## src/rtl/tag_verify_pkg.sv

```systemverilog
// Shared constants and FSM encoding for the decryption-side tag comparator.
package tag_verify_pkg;

    localparam int TAG_W      = 128;
    localparam int TAG_WORD_W = 64;

    typedef enum logic [1:0] {
        IDLE    = 2'd0,
        COLLECT = 2'd1,
        CHECK   = 2'd2,
        DONE    = 2'd3
    } type_tag_fsm;

endpackage

```

## src/rtl/tag_verify.sv

```systemverilog
// Collects the computed Ascon tag and the two received tag words, then compares them
// in constant time and reports a one-cycle done pulse plus a held pass/fail flag.
module tag_verify #(
    parameter int WORD_W = tag_verify_pkg::TAG_WORD_W,
    parameter int TAG_W  = tag_verify_pkg::TAG_W
) (
    input  logic              clock_i,
    input  logic              reset_i,
    input  logic              start_i,
    input  logic              tag_calc_valid_i,
    input  logic [TAG_W-1:0]  tag_calc_i,
    input  logic              tag_word_valid_i,
    input  logic [WORD_W-1:0] tag_word_i,
    output logic              tag_word_ready_o,
    output logic              busy_o,
    output logic              done_o,
    output logic              tag_ok_o
);
    import tag_verify_pkg::*;

    type_tag_fsm       state_q, state_d;
    logic [1:0]        cnt_q, cnt_d;
    logic              seen_q, seen_d;
    logic [TAG_W-1:0]  calc_q, calc_d;
    logic [TAG_W-1:0]  exp_q, exp_d;
    logic              ok_q, ok_d;

    logic              word_ready;
    logic              word_fire;
    logic              mismatch;

    assign word_ready = (state_q == COLLECT) && (cnt_q < 2'd2);
    assign word_fire  = word_ready && tag_word_valid_i;

    // Full-width reduction: every bit always participates, so timing never depends on data.
    assign mismatch = |(calc_q ^ exp_q);

    always_comb begin
        state_d = state_q;
        cnt_d   = cnt_q;
        seen_d  = seen_q;
        calc_d  = calc_q;
        exp_d   = exp_q;
        ok_d    = ok_q;

        unique case (state_q)
            IDLE: begin
            end
            COLLECT: begin
                if (word_fire) begin
                    if (cnt_q == 2'd0) begin
                        exp_d[TAG_W-1:WORD_W] = tag_word_i;
                    end else begin
                        exp_d[WORD_W-1:0] = tag_word_i;
                    end
                    cnt_d = cnt_q + 2'd1;
                end
                if (tag_calc_valid_i && !seen_q) begin
                    calc_d = tag_calc_i;
                    seen_d = 1'b1;
                end
                // Looking at the post-edge values lets a final capture move straight to CHECK.
                if ((cnt_d == 2'd2) && seen_d) begin
                    state_d = CHECK;
                end
            end
            CHECK: begin
                ok_d    = ~mismatch;
                state_d = DONE;
            end
            DONE: begin
                state_d = IDLE;
            end
            default: begin
                state_d = IDLE;
            end
        endcase

        // A start aborts whatever is in flight and discards all captured data.
        if (start_i) begin
            state_d = COLLECT;
            cnt_d   = 2'd0;
            seen_d  = 1'b0;
            ok_d    = 1'b0;
            calc_d  = '0;
            exp_d   = '0;
        end
    end

    always_ff @(posedge clock_i or posedge reset_i) begin
        if (reset_i) begin
            state_q <= IDLE;
            cnt_q   <= 2'd0;
            seen_q  <= 1'b0;
            calc_q  <= '0;
            exp_q   <= '0;
            ok_q    <= 1'b0;
        end else begin
            state_q <= state_d;
            cnt_q   <= cnt_d;
            seen_q  <= seen_d;
            calc_q  <= calc_d;
            exp_q   <= exp_d;
            ok_q    <= ok_d;
        end
    end

    assign tag_word_ready_o = word_ready;
    assign busy_o           = (state_q == COLLECT) || (state_q == CHECK);
    assign done_o           = (state_q == DONE);
    assign tag_ok_o         = ok_q;

endmodule

```

## config.mk

```make
export PLATFORM = sky130hd
export DESIGN_NAME = tag_verify
export DESIGN_NICKNAME = d
export VERILOG_FILES = /design/src/rtl/tag_verify_pkg.sv /design/src/rtl/tag_verify.sv
export SDC_FILE = /design/constraint.sdc
export NUM_CORES = 1
export LEC_CHECK = 0
export ABC_AREA = 1
export BUFFER_PORTS_ARGS = -buffer_cell sky130_fd_sc_hd__buf_2
export CORE_MARGIN = 2
export CORE_UTILIZATION = 52
export DETAILED_ROUTE_END_ITERATION = 10
export GPL_TIMING_DRIVEN = 0
export PLACE_DENSITY = 0.77
export SYNTH_ARGS = -nofsm -noshare
export SYNTH_HDL_FRONTEND = slang
export SYNTH_SLANG_ARGS = --single-unit
```

## constraint.sdc

```tcl
create_clock -name clock_i -period 7 [get_ports clock_i]
set_input_delay 0.35 -clock clock_i [delete_from_list [all_inputs] [get_ports clock_i]]
set_output_delay 0.35 -clock clock_i [all_outputs]
set_load 0.01 [all_outputs]
```

==> impl_metrics.env, run 1 <==
export IMPL_final_util_pct=64.1
export IMPL_period_needed_ns=2.12
export IMPL_arrival_ns=1.77
export IMPL_tritoncts="done"
export IMPL_fp_row_count=56
export IMPL_finalSetupViolCount=0
export IMPL_cp_required_ns=6.65
export IMPL_clk_pin_slew_worst_paths_ns=0.06
export IMPL_fillers=2036
export IMPL_synth_top_cells_by_count="nand2_1 (411), dfrtp_1 (262), inv_1 (250), o21ai_0 (170), nand3_1 (137)"
export IMPL_layout_setup_ws_ns=4.88
export IMPL_wl_met1_um=15000
export IMPL_drv_slew=0
export IMPL_rr_endpoint="exp_q[19]$_DFFE_PP0P_"
export IMPL_cts_max_level=1
export IMPL_timing_setup_tns_ns=0
export IMPL_rsz0062_at_grt="false"
export IMPL_grt_ovfl_total=0
export IMPL_yosysMostFrequentCell="nand2_1"
export IMPL_ant_nets=0
export IMPL_drive_gt1_share_pct=18.0
export IMPL_powerDensity_nw_per_um2=296
export IMPL_grt_pass1_wl_um=55400
export IMPL_core_area_um2=23600
export IMPL_clock_latency_ns=0.54
export IMPL_path_max_fanout=4
export IMPL_period_share_pct=30.3
export IMPL_fin_area_um2=15100
export IMPL_status="completed"
export IMPL_reg2regPathDepth=8
export IMPL_cap_violations=0
export IMPL_whs_path_depth=3
export IMPL_hold_violations=0
export IMPL_dp_hpwl_um=24800
export IMPL_slew_headroom_pct=55.1
export IMPL_die_x_um=160
export IMPL_r2r_start="state_q[1]$_DFFE_PP0P_"
export IMPL_min_path_type="in -> reg"
export IMPL_route_met3_wl_um=2390
export IMPL_grt_pass1_vias=10826
export IMPL_drt_total_wl_um=34200
export IMPL_synth_top_area_share_pct=52.0
export IMPL_fmax_ghz=0.471
export IMPL_ys_seq_elements=262
export IMPL_gp_congestion=0.841
export IMPL_synth_top_area_cell="dfrtp_1"
export IMPL_nets=2008
export IMPL_top_layer="met4"
export IMPL_synth_nets=1771
export IMPL_cts_sinks=262
export IMPL_drc=0
export IMPL_worst_pin_slew_ns=0.673
export IMPL_cts_root_buf="clkbuf_16"
export IMPL_yosysSeqAreaShare_pct=52.0
export IMPL_hp_start="tag_calc_i[79]"
export IMPL_synth_edf_count=0
export IMPL_cp_start_kind="flop"
export IMPL_hold_buffers=1
export IMPL_antenna_found_initial=1
export IMPL_max_clock_path_buffers=3
export IMPL_grt_max_degree=42
export IMPL_post_cts_resized=0
export IMPL_grt_total_usage_pct=27.3
export IMPL_place_ws_ns=5.01
export IMPL_vias_per_cell=5.06
export IMPL_synth_cell_types=24
export IMPL_dr_wl_met2_um=16000
export IMPL_p_leak_uw=0.00792
export IMPL_yosysWarnings=0
export IMPL_syn_area_per_cell_um2=8.03
export IMPL_peakVddDrop_mv=0.176
export IMPL_critPathKind="reg -> out"
export IMPL_initial_core_util_pct=53.4
export IMPL_end_kind="output pin"
export IMPL_drtIter0Drc=856
export IMPL_syn_inst=1570
export IMPL_io_pins=201
export IMPL_drt_pass1_iterations=5
export IMPL_post_cts_buffers=0
export IMPL_yosys_top_cells_area="dfrtp_1 (52%), nand2_1 (12%), inv_1 (7.4%)"
export IMPL_post_drt_wl_per_cell_um=16.0
export IMPL_place_area_um2=14100
export IMPL_syn_cell_area_um2=12600
export IMPL_reg2reg_setup_slack_ns=4.98
export IMPL_area_growth_syn_to_layout_pct=20.1
export IMPL_skew_ns=0.0136
export IMPL_die_height_um=160
export IMPL_synthArstFlopShare_pct=100
export IMPL_vias=10868
export IMPL_portBuffers=199
export IMPL_holdPathEnd="calc_q[79]$_DFFE_PP0P_"
export IMPL_synth_ff_type="dfrtp_1"
export IMPL_cts_buffers=28
export IMPL_dieArea_um2=25500
through the flow:
step	power, µW	hold slack, ns	instances
after CTS	4500	0.0355	2146
after global routing	4710	0.0558	2146
after detailed placement	2930	0.359	2095
final	4480	0.0425	2147
after floorplan	2570	0.461	1570
after global placement	2880	0.463	2088
cells in the final DEF (no fill, tap or decap), types with 2 or more instances in the layout:
| cell | synthesis | final |
|---|---|---|
| clkbuf_8 | 0 | 9 |
| a21oi_1 | 7 | 7 |
| nand3_1 | 137 | 137 |
| nand2_1 | 411 | 411 |
| clkinvlp_4 | 0 | 2 |
| buf_2 | 48 | 247 |
| o21ai_0 | 170 | 170 |
| clkbuf_16 | 0 | 29 |
| buf_6 | 15 | 15 |
| bufinv_16 | 0 | 3 |
| nor3_1 | 6 | 6 |
| clkbuf_1 | 10 | 14 |
| nor2_4 | 4 | 4 |
| inv_2 | 4 | 4 |
| nand4_1 | 16 | 16 |
| clkinv_2 | 1 | 5 |
| inv_1 | 250 | 249 |
| xnor2_1 | 55 | 55 |
| nor2_1 | 122 | 122 |
| xor2_1 | 26 | 26 |
| ha_1 | 4 | 4 |
| buf_12 | 0 | 7 |
| dfrtp_1 | 262 | 262 |
| o21ai_1 | 17 | 17 |
per-layer routing:
| layer | vias up | track usage, % |
|---|---|---|
| met5 | - | 0 |
| met4 | 0 | 7.64 |
| met3 | 60 | 3.48 |
| met2 | 385 | 44.8 |
| met1 | 5123 | 38.6 |
| li1 | 5300 | - |
layout make-up:
cell class / count / area (µm²) / share of cell area (%)
Multi-Input combinational cell: 979 / 4630 / 30.6
Antenna cell: 1 / 2.50 / 0.0165
Buffer: 74 / 454 / 3.00
Clock inverter: 8 / 118 / 0.777
Timing Repair Buffer: 207 / 1150 / 7.57
Inverter: 255 / 962 / 6.36
Tap cell: 319 / 399 / 2.64
Sequential cell: 262 / 6560 / 43.3
Clock buffer: 42 / 865 / 5.71
cell families after synthesis:
group                    synth area share [%]
AO/OA/AOI/OAI                            7.83
adder cells (fa/ha/maj)                 0.397
flip-flops                               52.0
buffers and inverters                    11.2
XOR/XNOR                                 5.63
AND/OR/NAND/NOR                          22.9
where the power goes:
part           internal [µW]  switching (µW)  leakage [µW]
clock                    957             607      0.000485
sequential              1730             149       0.00351
combinational            390             649       0.00393
total                   3080            1400       0.00792
flip-flops by register name, indices dropped and copies added (netlist names):
signal,flops
calc_q,128
state_q,2
exp_q,128
tag_ok_o,1
seen_q,1
cnt_q,2
how the worst max path moves through the flow:
stage                                   to                    from  slack, ns  cells past startpoint
finish                    tag_word_ready_o  state_q[1]$_DFFE_PP0P_       4.88                      5
global route              tag_word_ready_o  state_q[1]$_DFFE_PP0P_       4.83                      5
global placement    calc_q[73]$_DFFE_PP0P_                 reset_i       1.66                      2
CTS                       tag_word_ready_o  state_q[1]$_DFFE_PP0P_       4.88                      5
floorplan            calc_q[0]$_DFFE_PP0P_                 reset_i       3.19                      1
detailed placement   exp_q[19]$_DFFE_PP0P_  state_q[1]$_DFFE_PP0P_       5.01                      8
critical path: stages, from the launching register on:
cell	delay [ns]
dfrtp_1	0.41
inv_1	0.08
ha_1	0.24
inv_1	0.11
nor2_1	0.21
buf_2	0.18
No activity file was read; power rests on OpenSTA's default activity.
==> run 2, diff against run 1 <==
clock period = 1.7 ns   (was 7 ns; I/O delays follow)
==> impl_metrics.env, run 2 (same netlist as run 1, synthesis figures left out) <==
export IMPL_status="complete, but fails checks"
export IMPL_violations="setup timing"
export IMPL_fmax_ghz=0.583
export IMPL_p_leak_uw=0.00902
export IMPL_cts_root_buf="clkbuf_16"
export IMPL_dieArea_um2=25500
export IMPL_multi_input_area_um2=4770
export IMPL_rsz0062_at_grt="true"
export IMPL_hold_violations=0
export IMPL_die_x_um=160
export IMPL_timing_setup_tns_ns=-0.0274
export IMPL_r2r_start="state_q[1]$_DFFE_PP0P_"
export IMPL_dp_hpwl_um=24800
export IMPL_fp_row_count=56
export IMPL_clock_latency_ns=0.54
export IMPL_path_cells="dlygate4sd3_1, buf_6, clkinv_2, buf_2, clkbuf_1, nand3_1, o21ai_0"
export IMPL_grt_total_usage_pct=32.1
export IMPL_cts_sinks=262
export IMPL_skew_ns=0.0165
export IMPL_final_cell_mix="nand2_1 (410), dfrtp_1 (260), inv_1 (247)"
export IMPL_cts_buffers=28
export IMPL_powerDensity_nw_per_um2=1120
export IMPL_drc=0
export IMPL_grt_ovfl_total=0
export IMPL_path_delay_family="buffers and inverters"
export IMPL_worst_pin_slew_ns=0.705
export IMPL_dpl_cell_count=2095
export IMPL_period_share_pct=101
export IMPL_cp_start_kind="input port"
export IMPL_grt_pass1_wl_um=64700
export IMPL_fillers=1588
export IMPL_finalSetupViolCount=2
export IMPL_post_drt_wl_per_cell_um=17.7
export IMPL_min_path_type="in -> async"
export IMPL_drv_slew=0
export IMPL_drive_gt1_share_pct=18.6
export IMPL_tritoncts="done"
export IMPL_cap_violations=0
export IMPL_nets=2225
export IMPL_grt_max_degree=42
export IMPL_end_kind="flop"
export IMPL_drt_pass1_iterations=6
export IMPL_fin_cells=2365
export IMPL_ant_nets=0
export IMPL_core_area_um2=23600
export IMPL_period_needed_ns=1.71
export IMPL_reg_top3="calc_q x128, exp_q x128"
export IMPL_drtIter0Drc=1135
export IMPL_register_area_um2=6560
export IMPL_hold_ws_ns=0.0993
export IMPL_arrival_ns=2.17
export IMPL_clk_pin_slew_worst_paths_ns=0.06
export IMPL_final_common_cell="nand2_1"
export IMPL_layout_setup_ws_ns=-0.0147
export IMPL_path_max_fanout=10
export IMPL_initial_core_util_pct=53.4
export IMPL_cts_max_level=1
export IMPL_peakVddDrop_mv=0.748
export IMPL_portBuffers=199
export IMPL_slowest_stage="dlygate4sd3_1"
export IMPL_gp_congestion=0.841
export IMPL_antenna_found_initial=0
export IMPL_max_clock_path_buffers=3
export IMPL_vias_per_cell=5.25
export IMPL_drt_total_wl_um=41900
export IMPL_io_pins=201
export IMPL_crit_path_start="start_i"
export IMPL_cp_required_ns=2.15
export IMPL_grt_pass1_vias=12537
export IMPL_critPathKind="in -> reg"
export IMPL_die_height_um=160
export IMPL_area_growth_syn_to_layout_pct=41.3
export IMPL_crit_buf_inv=5
export IMPL_slew_headroom_pct=53.0
export IMPL_vias=12411
export IMPL_critPathMaxStageDelay_ns=0.55
export IMPL_final_util_pct=75.4
==> run 2: final cells by class <==
type                       instances  share of cell area (%)
timing repair buffer             430                    19.4
clock buffer                      42                    4.85
clock inverter                     8                   0.660
sequential                       262                    36.8
buffer                            68                    3.77
tap                              319                    2.24
inverter                         255                    5.42
antenna                            2                  0.0281
multi-input combinational        979                    26.8
==> run 2: stage by stage <==
stage,total power [µW],setup WS (ns),area (µm²)
after floorplan,10600,-1.84,12600
after global placement,11900,-3.37,14000
after detailed placement,12100,-0.289,14100
after CTS,19100,0.0109,17300
after global routing,20800,-0.111,17800
final,19900,-0.0147,17800
==> run 2: final timing paths <==
kind                                          end  slack [ns]  cells after the start
setup / recovery           calc_q[78]$_DFFE_PP0P_       -0.01                      7
hold / removal              exp_q[40]$_DFFE_PP0P_         0.1                      3
setup reg to reg           calc_q[78]$_DFFE_PP0P_        0.01                      8
hold reg to reg             exp_q[12]$_DFFE_PP0P_        0.49                      2
max in group asynchronous   exp_q[89]$_DFFE_PP0P_        0.53                      6
min in group clock_i       calc_q[72]$_DFFE_PP0P_        0.32                      4
==> run 2: timing repair <==
action / CTS / global route
endpoints found under the hold margin: 344 / 0
hold buffers: 196 / 0
setup buffers: 15 / 6
resized for setup: 31 / 188
setup endpoints to repair: 251 / 250
gates cloned: 1 / 7
pin swaps: 5 / 5
==> run 2: layer usage <==
layer | share of wire, % | up-vias | GRT usage, %
met5 | 0 | - | 0
met2 | 49 | 633 | 55.8
met3 | 7.2 | 124 | 5.30
met4 | 3.7 | 0 | 11.2
met1 | 40 | 5916 | 40.8
li1 | - | 5738 | -
==> run 2: tightest hold or removal path, stage by stage <==
cell,delay [ns]
dlygate4sd3_1,0.53
buf_2,0.13
clkinvlp_4,0.28
==> run 2: where the power goes <==
part	switching, µW	internal (µW)
Clock	2550	3940
Combinational	3160	2490
Sequential	648	7130
Total	6350	13600
